<file path="src/rtl/op_req_sequencer.sv">
// op_req_sequencer
//
// Receiving end of the operand-request channel from the instruction launcher.
// Buffers up to two operand requests and expands the head request into one
// stream of VRF block reads per operand queue (queue 0 reads vs1, queue 1
// reads vs2). Each queue advances one block per granted cycle. When a queue
// completes, a registered done pulse returns that queue's source register to
// the scoreboard so the read hazard can be released.
//
// Ports
//   clk_i, rst_ni     clock, asynchronous active-low reset
//   op_req_valid_i    request valid from the launcher
//   op_req_ready_o    request FIFO has room
//   op_req_i          packed request, MSB to LSB: {vs1, vs2, queue_req, acc_cnt}
//   rd_req_valid_o    per-queue VRF read request valid
//   rd_req_addr_o     per-queue VRF block address
//   rd_req_ready_i    per-queue grant from the VRF bank arbiter
//   op_access_done_o  per-queue one-cycle completion pulse
//   op_access_vs_o    per-queue source register, valid with the done pulse
module op_req_sequencer #(
    parameter int unsigned NrOpQueue     = 2,
    parameter int unsigned VRegWidth     = 5,
    parameter int unsigned BlocksPerVReg = 4,
    parameter int unsigned AccCntWidth   = 8,
    parameter int unsigned AddrWidth     = VRegWidth + $clog2(BlocksPerVReg)
) (
    input  logic                                      clk_i,
    input  logic                                      rst_ni,
    input  logic                                      op_req_valid_i,
    output logic                                      op_req_ready_o,
    input  logic [2*VRegWidth+NrOpQueue+AccCntWidth-1:0] op_req_i,
    output logic [NrOpQueue-1:0]                      rd_req_valid_o,
    output logic [NrOpQueue-1:0][AddrWidth-1:0]       rd_req_addr_o,
    input  logic [NrOpQueue-1:0]                      rd_req_ready_i,
    output logic [NrOpQueue-1:0]                      op_access_done_o,
    output logic [NrOpQueue-1:0][VRegWidth-1:0]       op_access_vs_o
);

    localparam int unsigned LogBlocks = $clog2(BlocksPerVReg);
    localparam logic [AccCntWidth-1:0] CntOne = AccCntWidth'(1);

    typedef struct packed {
        logic [VRegWidth-1:0]   vs1;
        logic [VRegWidth-1:0]   vs2;
        logic [NrOpQueue-1:0]   queue_req;
        logic [AccCntWidth-1:0] acc_cnt;
    } op_req_t;

    // Two-entry request FIFO; payload storage carries no reset.
    op_req_t fifo_q [2];
    logic    rd_ptr_q;
    logic    wr_ptr_q;
    logic [1:0] count_q;

    // Per-queue progress through the head entry.
    logic [NrOpQueue-1:0][AccCntWidth-1:0] cnt_q;
    logic [NrOpQueue-1:0]                  fin_q;

    op_req_t head;
    logic    not_empty;
    logic    push;
    logic    pop;

    logic [NrOpQueue-1:0][VRegWidth-1:0] vs_sel;
    logic [NrOpQueue-1:0] req_act;
    logic [NrOpQueue-1:0] busy;
    logic [NrOpQueue-1:0] hs;
    logic [NrOpQueue-1:0] last;
    logic [NrOpQueue-1:0] complete;
    logic [NrOpQueue-1:0] q_ok;

    assign head           = fifo_q[rd_ptr_q];
    assign not_empty      = (count_q != 2'd0);
    // A full FIFO refuses pushes even when the head pops in the same cycle.
    assign op_req_ready_o = (count_q != 2'd2);
    assign push           = op_req_valid_i && op_req_ready_o;

    // ---- Stage boundary: head entry decode into per-queue access control ----
    always_comb begin
        vs_sel         = '0;
        req_act        = '0;
        busy           = '0;
        hs             = '0;
        last           = '0;
        complete       = '0;
        q_ok           = '0;
        rd_req_valid_o = '0;
        rd_req_addr_o  = '0;
        for (int q = 0; q < NrOpQueue; q++) begin
            vs_sel[q]  = (q == 0) ? head.vs1 : head.vs2;
            // Queue still owes work for the head entry.
            req_act[q] = not_empty && head.queue_req[q] && !fin_q[q];
            busy[q]    = req_act[q] && (head.acc_cnt != '0);
            hs[q]      = busy[q] && rd_req_ready_i[q];
            last[q]    = hs[q] && (cnt_q[q] == head.acc_cnt - CntOne);
            // A zero-count request completes on its first head cycle; the pop
            // happens in that same cycle, so this fires only once.
            complete[q] = last[q] || (req_act[q] && (head.acc_cnt == '0));
            q_ok[q]     = !head.queue_req[q] || fin_q[q] || complete[q];
            rd_req_valid_o[q] = busy[q];
            // Grouped registers run into the following registers; the sum
            // wraps naturally at the address width.
            if (busy[q]) begin
                rd_req_addr_o[q] = (AddrWidth'(vs_sel[q]) << LogBlocks)
                                 + AddrWidth'(cnt_q[q]);
            end
        end
        pop = not_empty && (&q_ok);
    end

    // ---- Stage boundary: FIFO payload write ----
    always_ff @(posedge clk_i) begin
        if (push) begin
            fifo_q[wr_ptr_q] <= op_req_t'(op_req_i);
        end
    end

    // ---- Stage boundary: control state and registered completion outputs ----
    always_ff @(posedge clk_i or negedge rst_ni) begin
        if (!rst_ni) begin
            rd_ptr_q         <= 1'b0;
            wr_ptr_q         <= 1'b0;
            count_q          <= 2'd0;
            cnt_q            <= '0;
            fin_q            <= '0;
            op_access_done_o <= '0;
            op_access_vs_o   <= '0;
        end else begin
            if (push) begin
                wr_ptr_q <= ~wr_ptr_q;
            end
            if (pop) begin
                rd_ptr_q <= ~rd_ptr_q;
            end
            case ({push, pop})
                2'b10:   count_q <= count_q + 2'd1;
                2'b01:   count_q <= count_q - 2'd1;
                default: count_q <= count_q;
            endcase
            for (int q = 0; q < NrOpQueue; q++) begin
                if (pop) begin
                    fin_q[q] <= 1'b0;
                end else if (complete[q]) begin
                    fin_q[q] <= 1'b1;
                end
                if (last[q]) begin
                    cnt_q[q] <= '0;
                end else if (hs[q]) begin
                    cnt_q[q] <= cnt_q[q] + CntOne;
                end
                op_access_done_o[q] <= complete[q];
                op_access_vs_o[q]   <= complete[q] ? vs_sel[q] : '0;
            end
        end
    end

endmodule

</file>
<file path="config.mk">
export PLATFORM = sky130hd
export DESIGN_NAME = op_req_sequencer
export DESIGN_NICKNAME = d
export VERILOG_FILES = /design/src/rtl/op_req_sequencer.sv
export SDC_FILE = /design/constraint.sdc
export NUM_CORES = 1
export LEC_CHECK = 0
export CAP_MARGIN = 20
export CORE_MARGIN = 2
export CORE_UTILIZATION = 35
export CTS_CLUSTER_SIZE = 12
export DETAILED_ROUTE_END_ITERATION = 10
export SYNTH_ARGS = -nofsm -noshare
export SYNTH_HDL_FRONTEND = slang
export SYNTH_SLANG_ARGS = --single-unit
</file>
<file path="constraint.sdc">
create_clock -name clk_i -period 5.8 [get_ports clk_i]
set_clock_uncertainty 0.1 [all_clocks]
set_input_delay 0.58 -clock clk_i [delete_from_list [all_inputs] [get_ports clk_i]]
set_output_delay 0.58 -clock clk_i [all_outputs]
set_load 0.02 [all_outputs]
</file>
==> results.json, run 1 <==
{
  "outcome": "finished, final reports clean",
  "leakage_uw": 0.00188,
  "async_reset_ff_frac": 0.459,
  "io_pins": 54,
  "p_sw_frac": 0.374,
  "grt_max_degree": 35,
  "antenna_found_initial": 0,
  "clk_path_buf_depth": 2,
  "ys_seq_elements": 74,
  "post-route-period-util": 0.781,
  "cp_max_fo": 19,
  "seq_power_share": 0.362,
  "clock_latency_ns": 0.35,
  "cts_hold_buffers": 0,
  "rows": 38,
  "vias": 2417,
  "p_int_uw": 1390,
  "firstDrtPassIters": 4,
  "ant_nets": 0,
  "r2r_slack_ns": 1.74,
  "slew_headroom": 0.343,
  "synthesis.area_um2": 3800,
  "crit_path_end_kind": "output pin",
  "post_cts_buffers": 0,
  "p_clk_frac": 0.183,
  "arrival_ns": 3.85,
  "synth_warnings": 0,
  "areaGrowthSynthToFinish_pct": 23.2,
  "cts.htree.levels": 3,
  "synth.avg_cell_area_um2": 12.7,
  "p_comb_frac": 0.455,
  "gr-total-overflow": 0,
  "syn_inst": 299,
  "finalSetupViolations": 0,
  "dpl.hpwl_mm": 5.65,
  "grt_setup_unrepaired": "no",
  "cts_tree": "done",
  "syn_nets": 339,
  "cts-root-buf": "clkbuf_8",
  "grt_pass1_wl_mm": 12.1,
  "dominantRegCellSynth": "edfxtp_1",
  "min_period_ns": 4.53,
  "grt_pass1_vias": 2435,
  "ctsResizeCount": 0,
  "cp.required_ns": 5.12,
  "antenna_cells": 0,
  "tns_ns": 0,
  "die_h_um": 108,
  "yosys.cell_types.count": 57,
  "dpl_cell_area_um2": 4480,
  "cts_sinks": 74,
  "final_common_cell": "clkdlybuf4s50_1",
  "grt_use_total": 0.139,
  "pre_cts_ws_ns": 1.68,
  "p_per_area_nw_per_um2": 473,
  "drt_iter0_markers": 121,
  "worstMarginPinSlew_ns": 0.986,
  "cts_inserted_buffers": 9,
  "gp_congestion": 0.832,
  "die_w_um": 108,
  "worst-setup-path-type": "flip-flop to output pin",
  "final_cell_mix": "clkdlybuf4s50_1, edfxtp_1, dfrtp_1",
  "drc": 0,
  "drt-wirelength-per-cell_um": 14.7,
  "vias_per_cell": 4.77,
  "drive_above_1_share": 0.139,
  "synth-edff-count": 40,
  "ir_worst_vdd_uv": 264,
  "max-cap-violations": 0,
  "core_um2": 10700,
  "io_buffers": 53,
  "switchingPower_uw": 829,
  "path_clk_slew_ns": 0.08,
  "start_util": 0.355,
  "slew_violations": 0,
  "nets": 402,
  "max_freq_ghz": 0.221,
  "finalPower_uw": 2220,
  "wirelength_mm": 7.48,
  "cp-start-kind": "flip-flop",
  "num-fill-cells": 1015,
  "min_path_type": "flip-flop to flip-flop",
  "finalInstanceArea_um2": 4690,
  "finalHoldViolations": 0,
  "seq_area_frac_synth": 0.540,
  "die_area_um2": 11700,
  "layout_setup_ws_ns": 1.27
}
power by group through the flow:
| stage | sequential (uW) | combinational (uW) | clock, uW |
|---|---|---|---|
| floorplan | 765 | 764 | 0 |
| global placement | 809 | 1010 | 0 |
| detailed placement | 813 | 1020 | 0 |
| CTS | 801 | 1020 | 416 |
| global route | 819 | 1110 | 436 |
| finish | 801 | 1010 | 406 |
area by class of cell:
| cell class | instances | area [um2] | area share |
|---|---|---|---|
| clock buffer | 10 | 138 | 0.0294 |
| clock inverter | 6 | 65.1 | 0.0139 |
| inverter | 8 | 30.0 | 0.00641 |
| multi-input combinational | 213 | 1670 | 0.357 |
| sequential | 74 | 2050 | 0.438 |
| tap | 140 | 175 | 0.0374 |
| timing repair buffer | 56 | 553 | 0.118 |
flip-flops by register name, summed over array words and instances, names as in the netlist:
register and count:
cnt_q 16, count_q 2, fifo_q 40, fin_q 2, op_access_done_o 2, op_access_vs_o 10
rd_ptr_q 1, wr_ptr_q 1
kinds of logic (layout without fill, tap and decap cells):
family	after synthesis	count (layout)	share of synthesized area
AND/OR/NAND/NOR	103	103	0.151
multiplexers	21	21	0.0592
AO/OA/AOI/OAI	27	27	0.0582
adder cells (fa/ha/maj)	15	15	0.0533
XOR/XNOR	47	47	0.118
buffers and inverters	12	80	0.0204
flip-flops	74	74	0.540
cell usage after synthesis, types with 7 or more instances:
cell,n,area (um2)
edfxtp_1,40,1200
dfrtp_1,34,851
nor2_1,29,109
xnor2_1,23,201
xor2_1,21,184
ha_1,13,163
nand2_1,13,48.8
mux2i_1,11,110
and2_1,10,62.6
nor2b_1,9,56.3
mux2_2,8,90.1
inv_1,7,26.3
nand3_1,7,35.0
metrics by stage:
stage	hold WS (ns)	instances	utilization
3_3_place_gp	0.375	491	0.419
2_1_floorplan	0.184	299	-
4_1_cts	0.402	507	0.438
3_5_place_dp	0.391	491	0.419
6_report	0.395	507	0.438
5_1_grt	0.427	507	0.438
metal layers:
layer,GRT usage,wire length [um],up-vias,part of all wire
met5,0,0,-,0
met4,0.0751,206,0,0.028
met3,0.0301,291,15,0.039
met2,0.215,3460,53,0.46
met1,0.181,3520,1153,0.47
li1,-,-,1196,-
worst paths after layout:
check / cells past startpoint / to / startpoint
setup / recovery: 9 / rd_req_addr_o[1] / rd_ptr_q
hold / removal: 1 / wr_ptr_q / wr_ptr_q
setup reg to reg: 9 / count_q[1] / rd_ptr_q
hold reg to reg: 1 / wr_ptr_q / wr_ptr_q
max in group asynchronous: 2 / count_q[1] / rst_ni
min in group asynchronous: 2 / cnt_q[7] / rst_ni
critical path, cell delays in order (launching register included):
cell             delay (ns)
dfrtp_1                0.73
buf_4                  0.37
mux2i_1                0.50
ha_1                   0.23
nand2_1                0.07
or2_2                  0.36
nand3_1                0.23
clkinv_1               0.25
and2_1                 0.22
clkdlybuf4s50_1        0.53
No activity file was read; power rests on OpenSTA's default activity.
==> run 2: changes to the inputs <==
==> constraint.sdc (replaced) <==
create_clock -name clk_i -period 3.81 [get_ports clk_i]
set_clock_uncertainty 0.1 [all_clocks]
set_input_delay 0.381 -clock clk_i [delete_from_list [all_inputs] [get_ports clk_i]]
set_output_delay 0.381 -clock clk_i [all_outputs]
set_load 0.02 [all_outputs]
==> run 2 against run 1 <==
  * Routed wire length up 2.4%
  * Die area did not move
  * Clock-buffer cell count is 1 lower
  * Combinational power up 63%
  * Utilization is 1.1 points higher
  * First-iteration DRC count fell by 8.3%
  * Global-route usage rose by 0.47 points
==> results.json, run 2 (synthesized netlist as in run 1, its figures left out) <==
{
  "critPathTopFamily": "simple AND/OR/NAND/NOR gates",
  "post-route-period-util": 0.980,
  "rows": 38,
  "cp_slowest_cell": "or4_4",
  "drive_above_1_share": 0.177,
  "start_util": 0.355,
  "drc": 0,
  "critPathMostFrequentCell": "or4_4",
  "io_pins": 54,
  "cp_max_fo": 6,
  "ir_worst_vdd_uv": 327,
  "antenna_cells": 0,
  "grt_pass1_wl_mm": 12.5,
  "crit_path_end_kind": "flip-flop",
  "cts.htree.levels": 3,
  "wirelength_mm": 7.66,
  "io_buffers": 53,
  "leakage_uw": 0.00197,
  "largest_registers": "fifo_q x40, cnt_q x16, op_access_vs_o x10",
  "nets": 414,
  "cts_hold_buffers": 0,
  "r2r-end": "count_q[1]",
  "dp.cells": 498,
  "path_cells": "clkbuf_2 -> or4_4 -> a222oi_1 -> mux2_1 -> or4_4 -> o221a_4 -> a211oi_4 -> ha_4 -> xnor2_1 -> nor2_2 -> xor2_1",
  "grt_pass1_vias": 2524,
  "slew_headroom": 0.331,
  "cp_num_buf_inv": 1,
  "final_common_cell": "clkdlybuf4s50_1",
  "drt-wirelength-per-cell_um": 14.8,
  "clk_path_buf_depth": 2,
  "die_h_um": 108,
  "p_per_area_nw_per_um2": 726,
  "layout_setup_ws_ns": 0.0776,
  "min_period_ns": 3.73,
  "drt_iter0_markers": 111,
  "met1_usage": 0.183,
  "cp-endpoint": "count_q[1]",
  "finalSetupViolations": 0,
  "critical_path.max_stage_delay_ns": 0.55,
  "pre_cts_ws_ns": 0.0834,
  "cts-root-buf": "clkbuf_8",
  "max-cap-violations": 0,
  "crit_start": "rd_ptr_q",
  "cts_sinks": 74,
  "grt_max_degree": 35,
  "slew_violations": 0,
  "instances_no_fill": 519,
  "arrival_ns": 3.88,
  "worstMarginPinSlew_ns": 1.00,
  "grt_util_met2": 0.229,
  "largest_register_ffs": 40,
  "r2r_slack_ns": 0.08,
  "grt_use_total": 0.143,
  "gr-total-overflow": 0,
  "cp.required_ns": 3.96,
  "path_clk_slew_ns": 0.09,
  "die_area_um2": 11700,
  "regMostFlops": "fifo_q",
  "dpl.hpwl_mm": 5.60,
  "ff2ff_path_depth": 11,
  "outcome": "finished, final reports clean",
  "worst-setup-path-type": "flip-flop to flip-flop",
  "max_freq_ghz": 0.268,
  "vias": 2460,
  "busiest_layer": "met2",
  "finalHoldViolations": 0,
  "firstDrtPassIters": 4,
  "antenna_found_initial": 0,
  "final_cell_mix": "clkdlybuf4s50_1, edfxtp_1, dfrtp_1",
  "vias_per_cell": 4.74,
  "finish.utilization": 0.449,
  "finalPower_uw": 3490,
  "areaGrowthSynthToFinish_pct": 26.5,
  "core_um2": 10700,
  "cts_tree": "done",
  "cts_inserted_buffers": 9,
  "gp_congestion": 0.823,
  "clock_latency_ns": 0.36,
  "crit_cells": 11,
  "reg2reg_from": "rd_ptr_q",
  "grt_setup_unrepaired": "yes",
  "min_path_type": "input pin to asynchronous set/reset pin",
  "die_w_um": 108,
  "grtUsageMet3": 0.0344,
  "ant_nets": 0,
  "cp-start-kind": "flip-flop"
}
[run 2: changes by cell type in the layout (fill, tap and decap cells not counted), sizes merged]
| cell | delta |
|---|---|
| clkdlybuf4s50 | -2 |
| dlymetal6s2s | +2 |
| inv | +5 |
| clkinv | -3 |
| clkinvlp | -1 |
| buf | +11 |
[run 2: area by class of cell]
cell class              instances  area (um2)
repair buffers                 68         649
multi-input cells             213        1690
flip-flops and latches         74        2050
clock inverters                 7        82.6
inverters                       8        30.0
well taps                     140         175
clock buffers                   9         124
fillers                      1017        5890
[run 2: what timing repair did]
item,in CTS,in global routing
gates resized for setup,1,7
endpoints found under the setup margin,2,13
buffers inserted,0,5
pin swaps,0,2
[run 2: power breakdown]
group          switching, uW  leakage (uW)  internal [uW]  total (uW)
combinational            830       0.00104            817        1650
sequential               155      0.000824           1040        1190
clock                    337      0.000109            317         654
[run 2: worst min-delay path by stage]
stage | to | slack [ns]
5_1_grt | cnt_q[4] | 0.38
3_5_place_dp | wr_ptr_q | 0.39
4_1_cts | cnt_q[0] | 0.35
3_3_place_gp | wr_ptr_q | 0.38
6_report | cnt_q[0] | 0.33
2_1_floorplan | cnt_q[0] | -0.01
[run 2: layer usage]
metal  part of all wire  vias up
met2               0.47       59
met5                  0        -
met4              0.031        0
met1               0.46     1163
li1                   -     1220
met3              0.043       18
[run 2: through the flow]
stage / cell area (um2) / hold WS, ns / TNS, ns
finish: 4810 / 0.331 / 0
floorplan: 3800 / -0.0146 / 0
global route: 4810 / 0.380 / -0.0791
global placement: 4540 / 0.377 / 0
detailed placement: 4540 / 0.389 / 0
CTS: 4750 / 0.350 / 0
==> run 3: changes to the inputs <==
--- a/config.mk
+++ b/config.mk
@@ -7,7 +7,7 @@
 export LEC_CHECK = 0
 export CAP_MARGIN = 20
 export CORE_MARGIN = 2
-export CORE_UTILIZATION = 35
+export CORE_UTILIZATION = 23
 export CTS_CLUSTER_SIZE = 12
 export DETAILED_ROUTE_END_ITERATION = 10
 export SYNTH_ARGS = -nofsm -noshare
==> constraint.sdc (replaced) <==
create_clock -name clk_i -period 4 [get_ports clk_i]
set_clock_uncertainty 0.1 [all_clocks]
set_input_delay 0.4 -clock clk_i [delete_from_list [all_inputs] [get_ports clk_i]]
set_output_delay 0.4 -clock clk_i [all_outputs]
set_load 0.01 [all_outputs]
==> run 3 against run 2 <==
  * Critical path depth down 2
  * Setup slack better by 0.14 ns
  * Sequential share of layout area is 1.0 points lower
  * Highest routed layer unchanged
  * Routed wire length up 12%
  * Clock power up 23%
  * Clock-buffer cell count increased by 2
  * Hold slack lost 0.27 ns
  * Utilization fell by 15 points
  * Sequential power fell by 3%
  * Cell count rose by 13%
  * Global-route usage shrank 3.9 points
==> results.json, run 3 (synthesized netlist as in run 1, its figures left out) <==
{
  "post-route-period-util": 0.947,
  "crit_path_end_kind": "flip-flop",
  "grt_pass1_vias": 2629,
  "clk_path_buf_depth": 2,
  "cp_slowest_cell": "or4_4",
  "worst-setup-path-type": "flip-flop to flip-flop",
  "nets": 404,
  "r2r-end": "count_q[1]",
  "io_pins": 54,
  "ant_nets": 0,
  "p_sw_frac": 0.349,
  "post_cts_buffers": 0,
  "gp_congestion": 0.847,
  "firstDrtPassIters": 4,
  "tns_ns": 0,
  "path_cells": "or4_4 -> a222oi_1 -> mux2_1 -> or4_4 -> o221a_4 -> a211oi_4 -> ha_1 -> nor2_1 -> xor2_1",
  "min_period_ns": 3.79,
  "instances_no_fill": 589,
  "largest_registers": "fifo_q x40, cnt_q x16, op_access_vs_o x10",
  "cp.required_ns": 4.16,
  "ff2ff_path_depth": 9,
  "rows": 47,
  "cts_inserted_buffers": 9,
  "cts-root-buf": "clkbuf_16",
  "ir_worst_vdd_uv": 261,
  "cts.htree.levels": 3,
  "cp-start-kind": "flip-flop",
  "core_um2": 16300,
  "gr-total-overflow": 0,
  "grt_setup_unrepaired": "no",
  "critPathMostFrequentCell": "or4_4",
  "largest_register_ffs": 40,
  "io_buffers": 53,
  "cts_tree": "done",
  "seq_power_share": 0.333,
  "die_h_um": 133,
  "dpl.hpwl_mm": 6.43,
  "p_per_area_nw_per_um2": 698,
  "drive_above_1_share": 0.149,
  "final_cell_mix": "clkdlybuf4s50_1, edfxtp_1, dfrtp_1",
  "p_int_uw": 2240,
  "path_clk_slew_ns": 0.06,
  "finalPower_uw": 3440,
  "antenna_cells": 0,
  "vias_per_cell": 4.16,
  "finalHoldViolations": 0,
  "finalInstanceArea_um2": 4920,
  "regMostFlops": "fifo_q",
  "grt_use_total": 0.104,
  "arrival_ns": 3.94,
  "areaGrowthSynthToFinish_pct": 29.5,
  "finish.utilization": 0.301,
  "r2r_slack_ns": 0.21,
  "p_clk_frac": 0.234,
  "die_area_um2": 17600,
  "drt_iter0_markers": 129,
  "dpl_cell_area_um2": 4590,
  "drc": 0,
  "clock_latency_ns": 0.34,
  "critical_path.max_stage_delay_ns": 0.58,
  "cts_sinks": 74,
  "critPathTopFamily": "simple AND/OR/NAND/NOR gates",
  "grt_pass1_wl_mm": 14.1,
  "slew_violations": 0,
  "switchingPower_uw": 1200,
  "vias": 2450,
  "max-cap-violations": 0,
  "finalSetupViolations": 0,
  "cp_max_fo": 10,
  "worstMarginPinSlew_ns": 0.811,
  "outcome": "finished, final reports clean",
  "cp_num_buf_inv": 0,
  "slew_headroom": 0.459,
  "reg2reg_from": "rd_ptr_q",
  "wirelength_mm": 8.59,
  "drt-wirelength-per-cell_um": 14.6,
  "die_w_um": 133,
  "dp.cells": 572,
  "final_common_cell": "clkdlybuf4s50_1",
  "antenna_found_initial": 0,
  "min_path_type": "input pin to asynchronous set/reset pin",
  "start_util": 0.233,
  "max_freq_ghz": 0.264,
  "p_comb_frac": 0.433,
  "grt_max_degree": 35,
  "leakage_uw": 0.00193
}
==> run 3: cell types whose count changed in the layout (fill, tap and decap cells not counted), moves of 3 or more <==
cell	change
buf_4	-9
clkinvlp_4	+3
clkbuf_16	+9
clkbuf_8	-8
==> run 3: how the worst max path moves through the flow <==
stage,start,endpoint,slack [ns],depth (start not counted)
floorplan,rd_ptr_q,count_q[1],0.30,10
global placement,rd_ptr_q,count_q[1],0.34,9
detailed placement,rd_ptr_q,count_q[1],0.25,9
CTS,rd_ptr_q,rd_req_addr_o[1],0.08,9
global route,rd_ptr_q,rd_req_addr_o[1],0.03,9
finish,rd_ptr_q,count_q[1],0.21,9
==> run 3: per-layer routing <==
metal / GRT usage / wire length, um / part of all wire
met5: 0 / 0 / 0
met1: 0.125 / 3820 / 0.44
met3: 0.0349 / 492 / 0.057
met2: 0.172 / 4110 / 0.48
met4: 0.0412 / 168 / 0.020
==> run 3: cell type report <==
cell class | count | area (um2)
clock buffer | 11 | 243
clock inverter | 5 | 53.8
fill | 1687 | 11400
inverter | 8 | 33.8
multi-input combinational | 213 | 1680
sequential | 74 | 2050
tap | 220 | 275
timing repair buffer | 58 | 583
==> run 3: power by group through the flow <==
stage               logic, uW  clock network, uW  registers (uW)
floorplan                1030                  0            1110
finish                   1490                805            1150
global route             1640                855            1170
CTS                      1480                820            1150
global placement         1450                  0            1150
detailed placement       1470                  0            1160
==> run 3: repair_timing <==
action	CTS	global route
gates resized for setup	0	3
hold buffers	0	0
endpoints found under the setup margin	0	4
==> run 3: metrics by stage <==
step	hold WS, ns	setup slack (ns)
after global placement	0.383	0.343
after floorplan	0.00441	0.297
after global routing	0.135	0.0253
after CTS	0.0877	0.0829
after detailed placement	0.386	0.248
final	0.0568	0.214
